`src/rtl/lut_multiplier_pkg.sv`:
```
// Shared types and helpers for the table-lookup multiplier.
// Holds the fill FSM state encoding and the table-depth helper.
package lut_multiplier_pkg;

  typedef enum logic {
    INIT = 1'b0,
    RUN  = 1'b1
  } state_t;

  function automatic int depth(input int w);
    return 1 << (2 * w);
  endfunction

endpackage

```
`src/rtl/lut_mult_ram.sv`:
```
// Simple dual-port synchronous RAM: one write port, one registered read port with enable.
// Neither the array nor the read register is reset; the fill FSM rewrites every entry.
module lut_mult_ram #(
  parameter int ADDR_W = 6,
  parameter int DATA_W = 6
) (
  input  logic              clk,
  input  logic              we,
  input  logic [ADDR_W-1:0] waddr,
  input  logic [DATA_W-1:0] wdata,
  input  logic              re,
  input  logic [ADDR_W-1:0] raddr,
  output logic [DATA_W-1:0] rdata
);

  logic [DATA_W-1:0] mem [2**ADDR_W];

  always_ff @(posedge clk) begin
    if (we) begin
      mem[waddr] <= wdata;
    end
    if (re) begin
      rdata <= mem[raddr];
    end
  end

endmodule

```
`src/rtl/lut_multiplier.sv`:
```
// Table-lookup multiplier: builds an a*b table with adds after reset, then serves
// streaming valid/ready lookups with a 2-cycle latency and full back-pressure.
module lut_multiplier
  import lut_multiplier_pkg::*;
#(
  parameter int W      = 3,
  parameter int SIGNED = 0
) (
  input  logic          clk,
  input  logic          rst_n,
  input  logic          reinit,
  output logic          init_done,
  input  logic          in_valid,
  output logic          in_ready,
  input  logic [W-1:0]  a,
  input  logic [W-1:0]  b,
  output logic          out_valid,
  input  logic          out_ready,
  output logic [2*W-1:0] result
);

  localparam int            AW        = 2 * W;
  localparam int            DEPTH     = depth(W);
  localparam logic [AW-1:0] LAST_ADDR = AW'(DEPTH - 1);
  localparam logic [W-1:0]  MIN_B     = {1'b1, {(W-1){1'b0}}};

  state_t          state_q, state_d;
  logic [AW-1:0]   addr_q, addr_d;
  logic [AW-1:0]   acc_q, acc_d;
  logic [AW-1:0]   acc_fill;
  logic [AW-1:0]   nxt_addr;
  logic [W-1:0]    nxt_ai;
  logic [W-1:0]    nxt_bi;
  logic [AW-1:0]   ai_ext;
  logic            we;
  logic            re;
  logic            en;
  logic            accept;
  logic            s1_valid;
  logic [AW-1:0]   rd_data;

  // Accumulator value for the entry after addr_q; rows restart at b=0 and the
  // signed most-negative column is seeded directly since it cannot be reached by adding.
  always_comb begin
    nxt_addr = addr_q + AW'(1);
    nxt_ai   = nxt_addr[AW-1:W];
    nxt_bi   = nxt_addr[W-1:0];
    if (SIGNED != 0) begin
      ai_ext = {{W{nxt_ai[W-1]}}, nxt_ai};
    end else begin
      ai_ext = {{W{1'b0}}, nxt_ai};
    end
    if (nxt_bi == '0) begin
      acc_fill = '0;
    end else if ((SIGNED != 0) && (nxt_bi == MIN_B)) begin
      acc_fill = AW'(0) - (ai_ext << (W - 1));
    end else begin
      acc_fill = acc_q + ai_ext;
    end
  end

  always_comb begin
    state_d = state_q;
    addr_d  = addr_q;
    acc_d   = acc_q;
    we      = 1'b0;
    case (state_q)
      INIT: begin
        if (reinit) begin
          addr_d = '0;
          acc_d  = '0;
        end else begin
          we     = 1'b1;
          addr_d = nxt_addr;
          acc_d  = acc_fill;
          if (addr_q == LAST_ADDR) begin
            state_d = RUN;
          end
        end
      end
      RUN: begin
        if (reinit) begin
          state_d = INIT;
          addr_d  = '0;
          acc_d   = '0;
        end
      end
      default: begin
        state_d = INIT;
        addr_d  = '0;
        acc_d   = '0;
      end
    endcase
  end

  always_ff @(posedge clk or negedge rst_n) begin
    if (!rst_n) begin
      state_q <= INIT;
      addr_q  <= '0;
      acc_q   <= '0;
    end else begin
      state_q <= state_d;
      addr_q  <= addr_d;
      acc_q   <= acc_d;
    end
  end

  assign en        = !(out_valid && !out_ready);
  assign init_done = (state_q == RUN);
  assign in_ready  = (state_q == RUN) && en;
  assign accept    = in_valid && in_ready;
  assign re        = en && (state_q == RUN);

  // Both stages advance together; a stalled output freezes the RAM read register too.
  always_ff @(posedge clk or negedge rst_n) begin
    if (!rst_n) begin
      s1_valid  <= 1'b0;
      out_valid <= 1'b0;
      result    <= '0;
    end else if (reinit) begin
      s1_valid  <= 1'b0;
      out_valid <= 1'b0;
    end else if (en) begin
      s1_valid  <= accept;
      out_valid <= s1_valid;
      if (s1_valid) begin
        result <= rd_data;
      end
    end
  end

  lut_mult_ram #(
    .ADDR_W(AW),
    .DATA_W(AW)
  ) u_ram (
    .clk   (clk),
    .we    (we),
    .waddr (addr_q),
    .wdata (acc_q),
    .re    (re),
    .raddr ({a, b}),
    .rdata (rd_data)
  );

endmodule

```
`config.mk`:
```
export PLATFORM = sky130hd
export DESIGN_NAME = lut_multiplier
export DESIGN_NICKNAME = d
export VERILOG_FILES = /design/src/rtl/lut_multiplier_pkg.sv /design/src/rtl/lut_mult_ram.sv /design/src/rtl/lut_multiplier.sv
export SDC_FILE = /design/constraint.sdc
export NUM_CORES = 1
export LEC_CHECK = 0
export BUFFER_PORTS_ARGS = -buffer_cell sky130_fd_sc_hd__buf_2
export CORE_UTILIZATION = 40
export CTS_BUF_LIST = sky130_fd_sc_hd__clkbuf_8
export DETAILED_ROUTE_END_ITERATION = 6
export PLACE_DENSITY_LB_ADDON = 0.3
export SLEW_MARGIN = 20
export SYNTH_ARGS = -nofsm -noshare
export SYNTH_HDL_FRONTEND = slang
export SYNTH_SLANG_ARGS = --single-unit
```
`constraint.sdc`:
```
create_clock -name clk -period 2.93 [get_ports clk]
set_input_delay 0.1465 -clock clk [delete_from_list [all_inputs] [get_ports clk]]
set_output_delay 0.1465 -clock clk [all_outputs]
set_load 0.03 [all_outputs]
```
==> run metrics, run 1 <==
Synth cell types=50; CTS Root Cell=clkbuf_8; crit path time final=2.40 ns; Reg2Reg Setup Slack=0.53 ns; adder-cell share of the synthesized area=0.00504; Mean Syn Cell Area=19.6 sq um; dpl hpwl=22.3 mm; vias=8,269; Slew Limit Fails=0; #FFs+latches synth=411; Peak supply drop=0.260 mV; Async SR Flop Fraction=0.0511; post-synthesis mux area share=0.148; clock sinks=411; GPL Wtd Cong=0.814; total power=11.4 mW; synthesized cell area=16,400 sq um; GRT overflow=0; Met3 Wirelength=2.22 mm; vias in the first global route=8,488; Cells after Synth=835; met2 wire length=17.9 mm; largest net degree at the start of global routing=66; outcome=finished, final reports clean; syn_nets=852; Pre-Repair DR Iteration Count=5; arrival time of the worst setup path=2.91 ns; Max Cap Viol=0; Clock Latency Late Sink=0.59 ns; Storage cell area=12,200 sq um; Core Box Area=40,000 sq um; DRC viols=0; normalized max-slew margin=0.524; crit path capture type=flop; worst reg2reg path startpoint=addr_q[0]; via/cell ratio=5.45; post-CTS resize count=0; Synth Area in Compound Gates=0.0302; wire length per cell=23.8 um; Bufs on Longest Clock Path=3; Reg2Reg Depth=9; Critical Path Fanout Max=8; chip height=204 um; Initial Utilization=0.409; antenna viol nets, final=0; Synth Area in Simple Gates=0.0472; met1 wire length=15.4 mm; fin util=0.467; placed inst area=17,400 sq um; post-detailed-routing wire length=36.2 mm; I/O pins=20; clk_skew=0.0293 ns; first-pass GRT wire length=54.0 mm; fin crit share=0.820; total leakage power=6.26 nW; multi-input logic area=3820 sq um; uppermost routed layer=met4; Layout Nets=959; total track usage=0.179; crit start category=flop; r2r endpoint=acc_q[5]; Post-synth EDFFs=390; layout cells sized above 1=0.278; number of DRC markers in iteration 0=722; Synth Area in XOR/XNOR=0.00321; top_reg_cell synth=edfxtp_1; fmax=416 MHz; final instance area=18,700 sq um; sequential area share after synthesis=0.748; Sum Neg Setup Slack=0 ns; largest area contributor in the netlist=edfxtp_1; I/O Buffers=19; critical path class=flop to flop; Synthesis Warnings=0; top cells by area, synth=edfxtp_1 (72%), mux4_2 (12%), dfrtp_1 (3.2%); area share of the leading cell type in the synthesized netlist=0.715; Layout area overhead=14.0%; Slew @ Worst Pin=0.713 ns; Final Hold Viols=0; # diodes=0; area of the die=41,700 sq um; clk slew on worst S/H paths=0.06 ns; TritonCTS Buffers=66; Post-CTS Setup Inserts=0; setup violators final=0; unrepaired setup endpoints after global routing=no; FILL cells=3,332; combinational family with the most area after synthesis=multiplexers; initial antenna violation count=0; required time of the critical path=3.43 ns; power density over the cells=612 nW/um^2; CTS tree=yes; Die Wd=204 um; Hold Buf Count CTS=6; H-tree depth=3; Hold Crit Class=input port to async pin; # rows=73
[cells in the mapped netlist (5+ instances only)]
cell and number:
edfxtp_1 390, nor2_1 88, mux4_2 85, clkbuf_1 22, dfrtp_1 21, mux2_2 17, nand3_1 17, nor2b_1 16
nand2_1 15, mux2i_1 13, a21oi_1 11, a211oi_1 10, buf_2 10, o22ai_1 9, o221ai_1 8, mux4_1 7
nand3b_1 7, a22oi_1 6, o21ai_0 6, buf_4 5, buf_6 5, ha_1 5, nor3_1 5, o21ai_1 5
[area by class of cell]
class,instances,area share
clock buffers,73,0.0538
clock inverters,46,0.0115
inverters,4,0.000804
multi-input cells,371,0.205
flip-flops and latches,411,0.656
well taps,525,0.0352
repair buffers,88,0.0381
[report_power, final]
group / internal (mW) / switching (mW)
clock network: 2.37 / 2.17
logic: 0.213 / 0.277
registers: 6.37 / 0.0127
[kinds of logic after synthesis]
logic type / count (synthesis)
DFF: 411
and+or+nand+nor: 165
muxes: 122
AOI/OAI and AO/OA: 72
buffers and inverters: 53
xor gates and xnor gates: 6
adders and majority gates: 6
[worst max-delay path: stages, from the launching register on]
cell and delay (ns):
dfrtp_1 0.49, ha_1 0.28, nand3_1 0.11, xnor2_1 0.17, ha_1 0.28, a21o_1 0.12
a21oi_1 0.10, or4_1 0.49, a21o_1 0.17, a21oi_1 0.11
[through the flow]
| stage | std cells | hold slack (ns) | setup WS [ns] |
|---|---|---|---|
| global route | 1518 | 0.0970 | 0.375 |
| finish | 1518 | 0.0698 | 0.527 |
| global placement | 1393 | 0.143 | 0.475 |
| floorplan | 835 | -0.149 | 0.484 |
| detailed placement | 1393 | 0.153 | 0.426 |
| CTS | 1518 | 0.0515 | 0.516 |
[state kept, by name, indices dropped and copies added (netlist names)]
name and cells:
out_valid 1, result 6, u_ram.mem 384, init_done 1
addr_q 6, u_ram.rdata 6, acc_q 6, s1_valid 1
[per-layer routing]
metal / up-vias / global-route usage
met5: - / 0
met4: 0 / 0.0522
met3: 53 / 0.0378
met2: 259 / 0.292
met1: 4339 / 0.242
li1: 3618 / -
[worst max path at each step]
stage	from	to	slack (ns)	depth (start not counted)
final	addr_q[0]	acc_q[5]	0.53	9
after detailed placement	b[0]	u_ram.rdata[4]	0.43	7
after global routing	addr_q[0]	acc_q[5]	0.37	9
after global placement	b[0]	u_ram.rdata[4]	0.48	7
after floorplan	acc_q[0]	acc_q[4]	0.48	8
after CTS	addr_q[0]	acc_q[5]	0.52	9
[cells in the final DEF (no fill, tap or decap), types with 16 or more instances in the layout]
master / Yosys / final
nor2_1: 88 / 88
mux2_2: 17 / 17
mux4_2: 85 / 85
edfxtp_1: 390 / 390
buf_2: 10 / 17
nor2b_1: 16 / 16
nand3_1: 17 / 17
inv_1: 4 / 28
buf_4: 5 / 58
clkbuf_8: 0 / 73
Note: power is estimated with default switching activity, not from simulation.
==> run 2, diff against run 1 <==
==> constraint.sdc (replaced) <==
create_clock -name clk -period 2.1 [get_ports clk]
set_input_delay 0.105 -clock clk [delete_from_list [all_inputs] [get_ports clk]]
set_output_delay 0.105 -clock clk [all_outputs]
set_load 0.03 [all_outputs]
==> run 2 against run 1 <==
Clock power increased by 52%; fmax increased by 15%; hold slack improved by 0.0017 ns; flip-flop and latch count unchanged; global-route usage up 0.18 points; register-to-register slack lost 0.52 ns; clock-buffer cell count unchanged; critical endpoint unchanged; largest cell class unchanged; highest routed layer unchanged.
==> run metrics, run 2 (same netlist as run 1, synthesis figures left out) <==
wire length per cell=22.8 um (was 23.8 um); commonest non-fill, non-tap cell in the layout=edfxtp_1 (unchanged); via/cell ratio=5.31 (was 5.45); WHS Endpoint=u_ram.rdata[4]; required time of the critical path=2.62 ns (was 3.43 ns); switching component of the power=3.59 mW (was 2.46 mW); total leakage power=6.71 nW (was 6.26 nW); Comb power frac=0.047 (was 0.043); fin crit share=0.996 (was 0.820); switching portion of total power=0.216 (was 0.215); fmax=478 MHz (was 416 MHz); vias in the first global route=8,872 (was 8,488); Hold Crit Class=input port to flop (was input port to async pin); DRC viols=0 (unchanged); Reg2Reg Depth=9 (unchanged); vias=8,480 (was 8,269); commonest cells after routing, fill and taps aside=edfxtp_1 (390), buf_4 (134), nor2_1 (88) (was edfxtp_1 (390), nor2_1 (88), mux4_2 (85)); Hold Startpoint=a[2]; total track usage=0.181 (was 0.179); dpl hpwl=23.4 mm (was 22.3 mm); Layout Nets=1,039 (was 959); TritonCTS Buffers=69 (was 66); clock sinks=411 (unchanged); CTS tree=yes (unchanged); power density over the cells=853 nW/um^2 (was 612 nW/um^2); Storage cell area=12,200 sq um (unchanged); antenna viol nets, final=0 (unchanged); Worst Setup Slack, final=0.00872 ns (was 0.527 ns); hold slack=0.0715 ns (was 0.0698 ns); crit start category=flop (unchanged); Hold Path Stages=2; Final Hold Viols=0 (unchanged); Pre-Repair DR Iteration Count=5 (unchanged); CTS Root Cell=clkbuf_8 (unchanged); Core Box Area=40,000 sq um (unchanged); worst reg2reg path startpoint=addr_q[1] (was addr_q[0]); arrival time of the worst setup path=2.61 ns (was 2.91 ns); crit path capture type=flop (unchanged); Critical Path Fanout Max=4 (was 8); initial antenna violation count=2 (was 0); FILL cells=3,318 (was 3,332); r2r endpoint=acc_q[5] (unchanged); outcome=finished, final reports clean (unchanged); Layout area overhead=18.7% (was 14.0%); GRT overflow=0 (unchanged); number of DRC markers in iteration 0=711 (was 722); chip height=204 um (unchanged); Initial Utilization=0.409 (unchanged); clk_skew=0.0457 ns (was 0.0293 ns); Peak supply drop=0.448 mV (was 0.260 mV); placed insts=1,468 (was 1,393); Clock power frac=0.416 (was 0.398); unrepaired setup endpoints after global routing=yes (was no); share of power burned in registers=0.537 (was 0.559); Reg2Reg Setup Slack=0.009 ns (was 0.53 ns); first-pass GRT wire length=54.8 mm (was 54.0 mm); critical path class=flop to flop (unchanged); pre-CTS setup slack=-0.0842 ns (was 0.426 ns); Slew Limit Fails=0 (unchanged); crit path time final=2.09 ns (was 2.40 ns); I/O Buffers=19 (unchanged); H-tree depth=3 (unchanged); clk slew on worst S/H paths=0.07 ns (was 0.06 ns); Die Wd=204 um (unchanged); Largest Register=u_ram.mem (unchanged); largest net degree at the start of global routing=66 (unchanged); Clock Latency Late Sink=0.61 ns (was 0.59 ns); final non-filler cell total=1,597 (was 1,518); P_int=13.0 mW (was 8.96 mW); area of the die=41,700 sq um (unchanged); post-detailed-routing wire length=36.4 mm (was 36.2 mm); Largest register FFs=384 (unchanged); Bufs on Longest Clock Path=3 (unchanged); # rows=73 (unchanged); setup violators final=0 (unchanged); GPL Wtd Cong=0.787 (was 0.814); Max Cap Viol=0 (unchanged); I/O pins=20 (unchanged); Slew @ Worst Pin=0.730 ns (was 0.713 ns); normalized max-slew margin=0.514 (was 0.524); layout cells sized above 1=0.351 (was 0.278); multi-input logic area=3880 sq um (was 3820 sq um)
==> run 2: area by class of cell <==
class | count | share of cell area
diodes | 1 | 0.000129
clock buffers | 73 | 0.0517
clock inverters | 47 | 0.0169
inverters | 4 | 0.000773
multi-input cells | 371 | 0.199
flip-flops and latches | 411 | 0.630
well taps | 525 | 0.0338
repair buffers | 165 | 0.0673
==> run 2: power groups by stage <==
stage                     Sequential, mW  Combinational [mW]  Clock (mW)
after floorplan                     9.08               0.466           0
after global placement              9.07               0.768           0
after detailed placement            9.07               0.773           0
after CTS                           8.90               0.784        7.07
after global routing                8.90               0.833        7.36
final                               8.90               0.778        6.90
==> run 2: per-layer routing <==
metal | wire length [um] | track usage | vias to the layer above
met5 | 0 | 0 | -
met4 | 1120 | 0.0760 | 0
met3 | 1940 | 0.0332 | 74
met2 | 17300 | 0.284 | 232
met1 | 16000 | 0.249 | 4386
li1 | - | - | 3788
==> run 2: worst max-delay path by stage <==
stage               cells past startpoint      start              to  slack (ns)
floorplan                              11  addr_q[1]        acc_q[4]      0.0002
global placement                        7       b[0]  u_ram.rdata[0]        -0.1
detailed placement                      7       b[0]  u_ram.rdata[1]       -0.08
CTS                                     9  addr_q[1]        acc_q[5]       -0.05
global route                            9  addr_q[1]        acc_q[5]        -0.1
finish                                  9  addr_q[1]        acc_q[5]       0.009
==> run 2: repair_timing <==
action                     4_1_cts  5_1_grt
hold endpoints to repair        36        0
buffers inserted                 2        1
hold buffers                     5        0
pin swaps                        8        8
resized for setup                9        7
setup endpoints to repair        3       85
==> run 2: critical path, stage by stage (launching register included) <==
cell and delay [ns]:
dfrtp_1 0.40, ha_2 0.22, nand3_2 0.08, xnor2_2 0.15, ha_1 0.28, a21o_1 0.11
a21oi_2 0.07, or4_1 0.40, a21o_1 0.17, a21oi_2 0.11
==> run 2: metrics by stage <==
stage	cell area, sq um	setup TNS, ns	util	total power, mW
final	19400	0	0.486	16.6
after global routing	19400	-0.240	0.486	17.1
after CTS	19400	-0.0529	0.485	16.8
after detailed placement	18000	-0.458	0.449	9.85
after global placement	18000	-0.420	0.449	9.84
after floorplan	16400	0	-	9.54
==> run 3, diff against run 2 <==
==> constraint.sdc (replaced) <==
create_clock -name clk -period 2.2 [get_ports clk]
set_input_delay 0.11 -clock clk [delete_from_list [all_inputs] [get_ports clk]]
set_output_delay 0.11 -clock clk [all_outputs]
set_load 0.03 [all_outputs]
==> run 3 against run 2 <==
Clock skew fell by 0.018 ns; clock power fell by 15%; sequential power fell by 4.5%; total power fell by 8.8%; first-iteration DRC count fell by 6.2%; fmax fell by 3.1%; hold slack got worse by 0.036 ns; non-clock buffer count fell by 1; critical path type unchanged.
==> run metrics, run 3 (same netlist as run 1, synthesis figures left out) <==
GRT overflow=0 (unchanged); power density over the cells=787 nW/um^2 (was 853 nW/um^2); fin crit share=0.981 (was 0.996); Largest Register=u_ram.mem (unchanged); chip height=204 um (unchanged); clock sinks=411 (unchanged); Worst Setup Slack, final=0.0407 ns (was 0.00872 ns); wire length per cell=22.2 um (was 22.8 um); layout cells sized above 1=0.335 (was 0.351); Max Cap Viol=0 (unchanged); arrival time of the worst setup path=2.65 ns (was 2.61 ns); Storage cell area=12,200 sq um (about the same); via/cell ratio=5.37 (was 5.31); Clock Latency Late Sink=0.59 ns (was 0.61 ns); Final Hold Viols=0 (unchanged); Sum Neg Setup Slack=0 ns (unchanged); TritonCTS Buffers=67 (was 69); setup violators final=0 (unchanged); I/O Buffers=19 (unchanged); total track usage=0.176 (was 0.181); crit path time final=2.16 ns (was 2.09 ns); multi-input logic area=3840 sq um (was 3880 sq um); outcome=finished, final reports clean (unchanged); Largest register FFs=384 (unchanged); antenna viol nets, final=0 (unchanged); clk slew on worst S/H paths=0.06 ns (was 0.07 ns); Layout Nets=1,036 (was 1,039); critical path class=flop to flop (unchanged); dpl hpwl=22.3 mm (was 23.4 mm); unrepaired setup endpoints after global routing=yes (unchanged); fin util=0.480 (was 0.486); Bufs on Longest Clock Path=3 (unchanged); Pre-Repair DR Iteration Count=5 (unchanged); fmax=463 MHz (was 478 MHz); vias=8,529 (was 8,480); placed inst area=18,000 sq um (about the same); clk_skew=0.0282 ns (was 0.0457 ns); Slew Limit Fails=0 (unchanged); GPL Wtd Cong=0.793 (was 0.787); pre-CTS setup slack=-0.0193 ns (was -0.0842 ns); Slew @ Worst Pin=0.745 ns (was 0.730 ns); area of the die=41,700 sq um (unchanged); # diodes=0 (was 1); I/O pins=20 (unchanged); first-pass GRT wire length=53.5 mm (was 54.8 mm); post-detailed-routing wire length=35.4 mm (was 36.4 mm); largest net degree at the start of global routing=67 (was 66); DRC viols=0 (unchanged); Hold Crit Class=input port to async pin (was input port to flop); initial antenna violation count=1 (was 2); Layout area overhead=17.4% (was 18.7%); final instance area=19,200 sq um (was 19,400 sq um); crit start category=flop (unchanged); total leakage power=6.63 nW (was 6.71 nW); vias in the first global route=8,751 (was 8,872); crit path capture type=flop (unchanged); required time of the critical path=2.69 ns (was 2.62 ns); Core Box Area=40,000 sq um (unchanged); commonest non-fill, non-tap cell in the layout=edfxtp_1 (unchanged); Die Wd=204 um (unchanged); # rows=73 (unchanged); FILL cells=3,343 (was 3,318); normalized max-slew margin=0.503 (was 0.514); Peak supply drop=0.490 mV (was 0.448 mV); CTS Root Cell=clkbuf_8 (unchanged); Critical Path Fanout Max=4 (unchanged); Initial Utilization=0.409 (unchanged); CTS tree=yes (unchanged); total power=15.1 mW (was 16.6 mW); H-tree depth=3 (unchanged); number of DRC markers in iteration 0=667 (was 711); commonest cells after routing, fill and taps aside=edfxtp_1 (390), buf_4 (135), nor2_1 (88) (was edfxtp_1 (390), buf_4 (134), nor2_1 (88))
## run 3: cell types whose count changed in the layout (fill, tap and decap cells not counted), moves of 2 or more
cell,before,now
bufinv_16,4,1
clkinvlp_4,2,0
nor2b_1,13,15
inv_1,20,26
nand2_2,2,0
clkbuf_8,73,70
nor2b_4,2,0
nand2_1,13,15
## run 3: per-stage QoR
step | std cells | hold slack, ns
finish | 1589 | 0.0358
global route | 1589 | 0.0572
CTS | 1585 | 0.00600
detailed placement | 1467 | 0.105
global placement | 1467 | 0.0933
floorplan | 835 | -0.186
## run 3: cell type report
class | instances | share of cell area
clock inverter | 44 | 0.0106
clock buffer | 70 | 0.0501
sequential | 411 | 0.637
inverter | 4 | 0.000781
timing repair buffer | 164 | 0.0671
multi-input combinational | 371 | 0.200
tap | 525 | 0.0342
## run 3: repair_timing
item / 4_1_cts / 5_1_grt
resized for setup: 0 / 5
endpoints found under the setup margin: 0 / 3
setup buffers: 0 / 4
endpoints found under the hold margin: 31 / 0
hold buffers: 4 / 0
## run 3: path summary, 6_finish.rpt
kind                                 from              to  slack, ns  cells past startpoint
worst max-delay path            addr_q[0]        acc_q[5]       0.04                      9
worst max register to register  addr_q[0]        acc_q[5]       0.04                      9
min in group clk                     a[0]  u_ram.rdata[0]       0.07                      3
max in group asynchronous           rst_n        acc_q[1]       1.80                      2
worst min register to register  result[0]       result[0]       0.50                      1
worst min-delay path                rst_n        acc_q[3]       0.04                      2
## run 3: layer usage
metal	routed length [um]	vias up	track usage
met5	13	-	0
met4	877	2	0.0706
met3	1950	61	0.0357
met2	16600	260	0.270
met1	15900	4441	0.247
li1	-	3765	-
## run 3: power by group
part           internal, mW  switching, mW
Combinational         0.349          0.383
Clock                  3.05           2.84
Sequential             8.49         0.0129
Total                  11.9           3.24
## run 3: worst max-delay path: stages (launching register included)
cell	delay [ns]
dfrtp_1	0.40
ha_2	0.21
nand3_2	0.08
xnor2_2	0.16
ha_1	0.27
a21o_1	0.12
a21oi_2	0.07
or4_1	0.46
a21o_1	0.19
a21oi_1	0.13
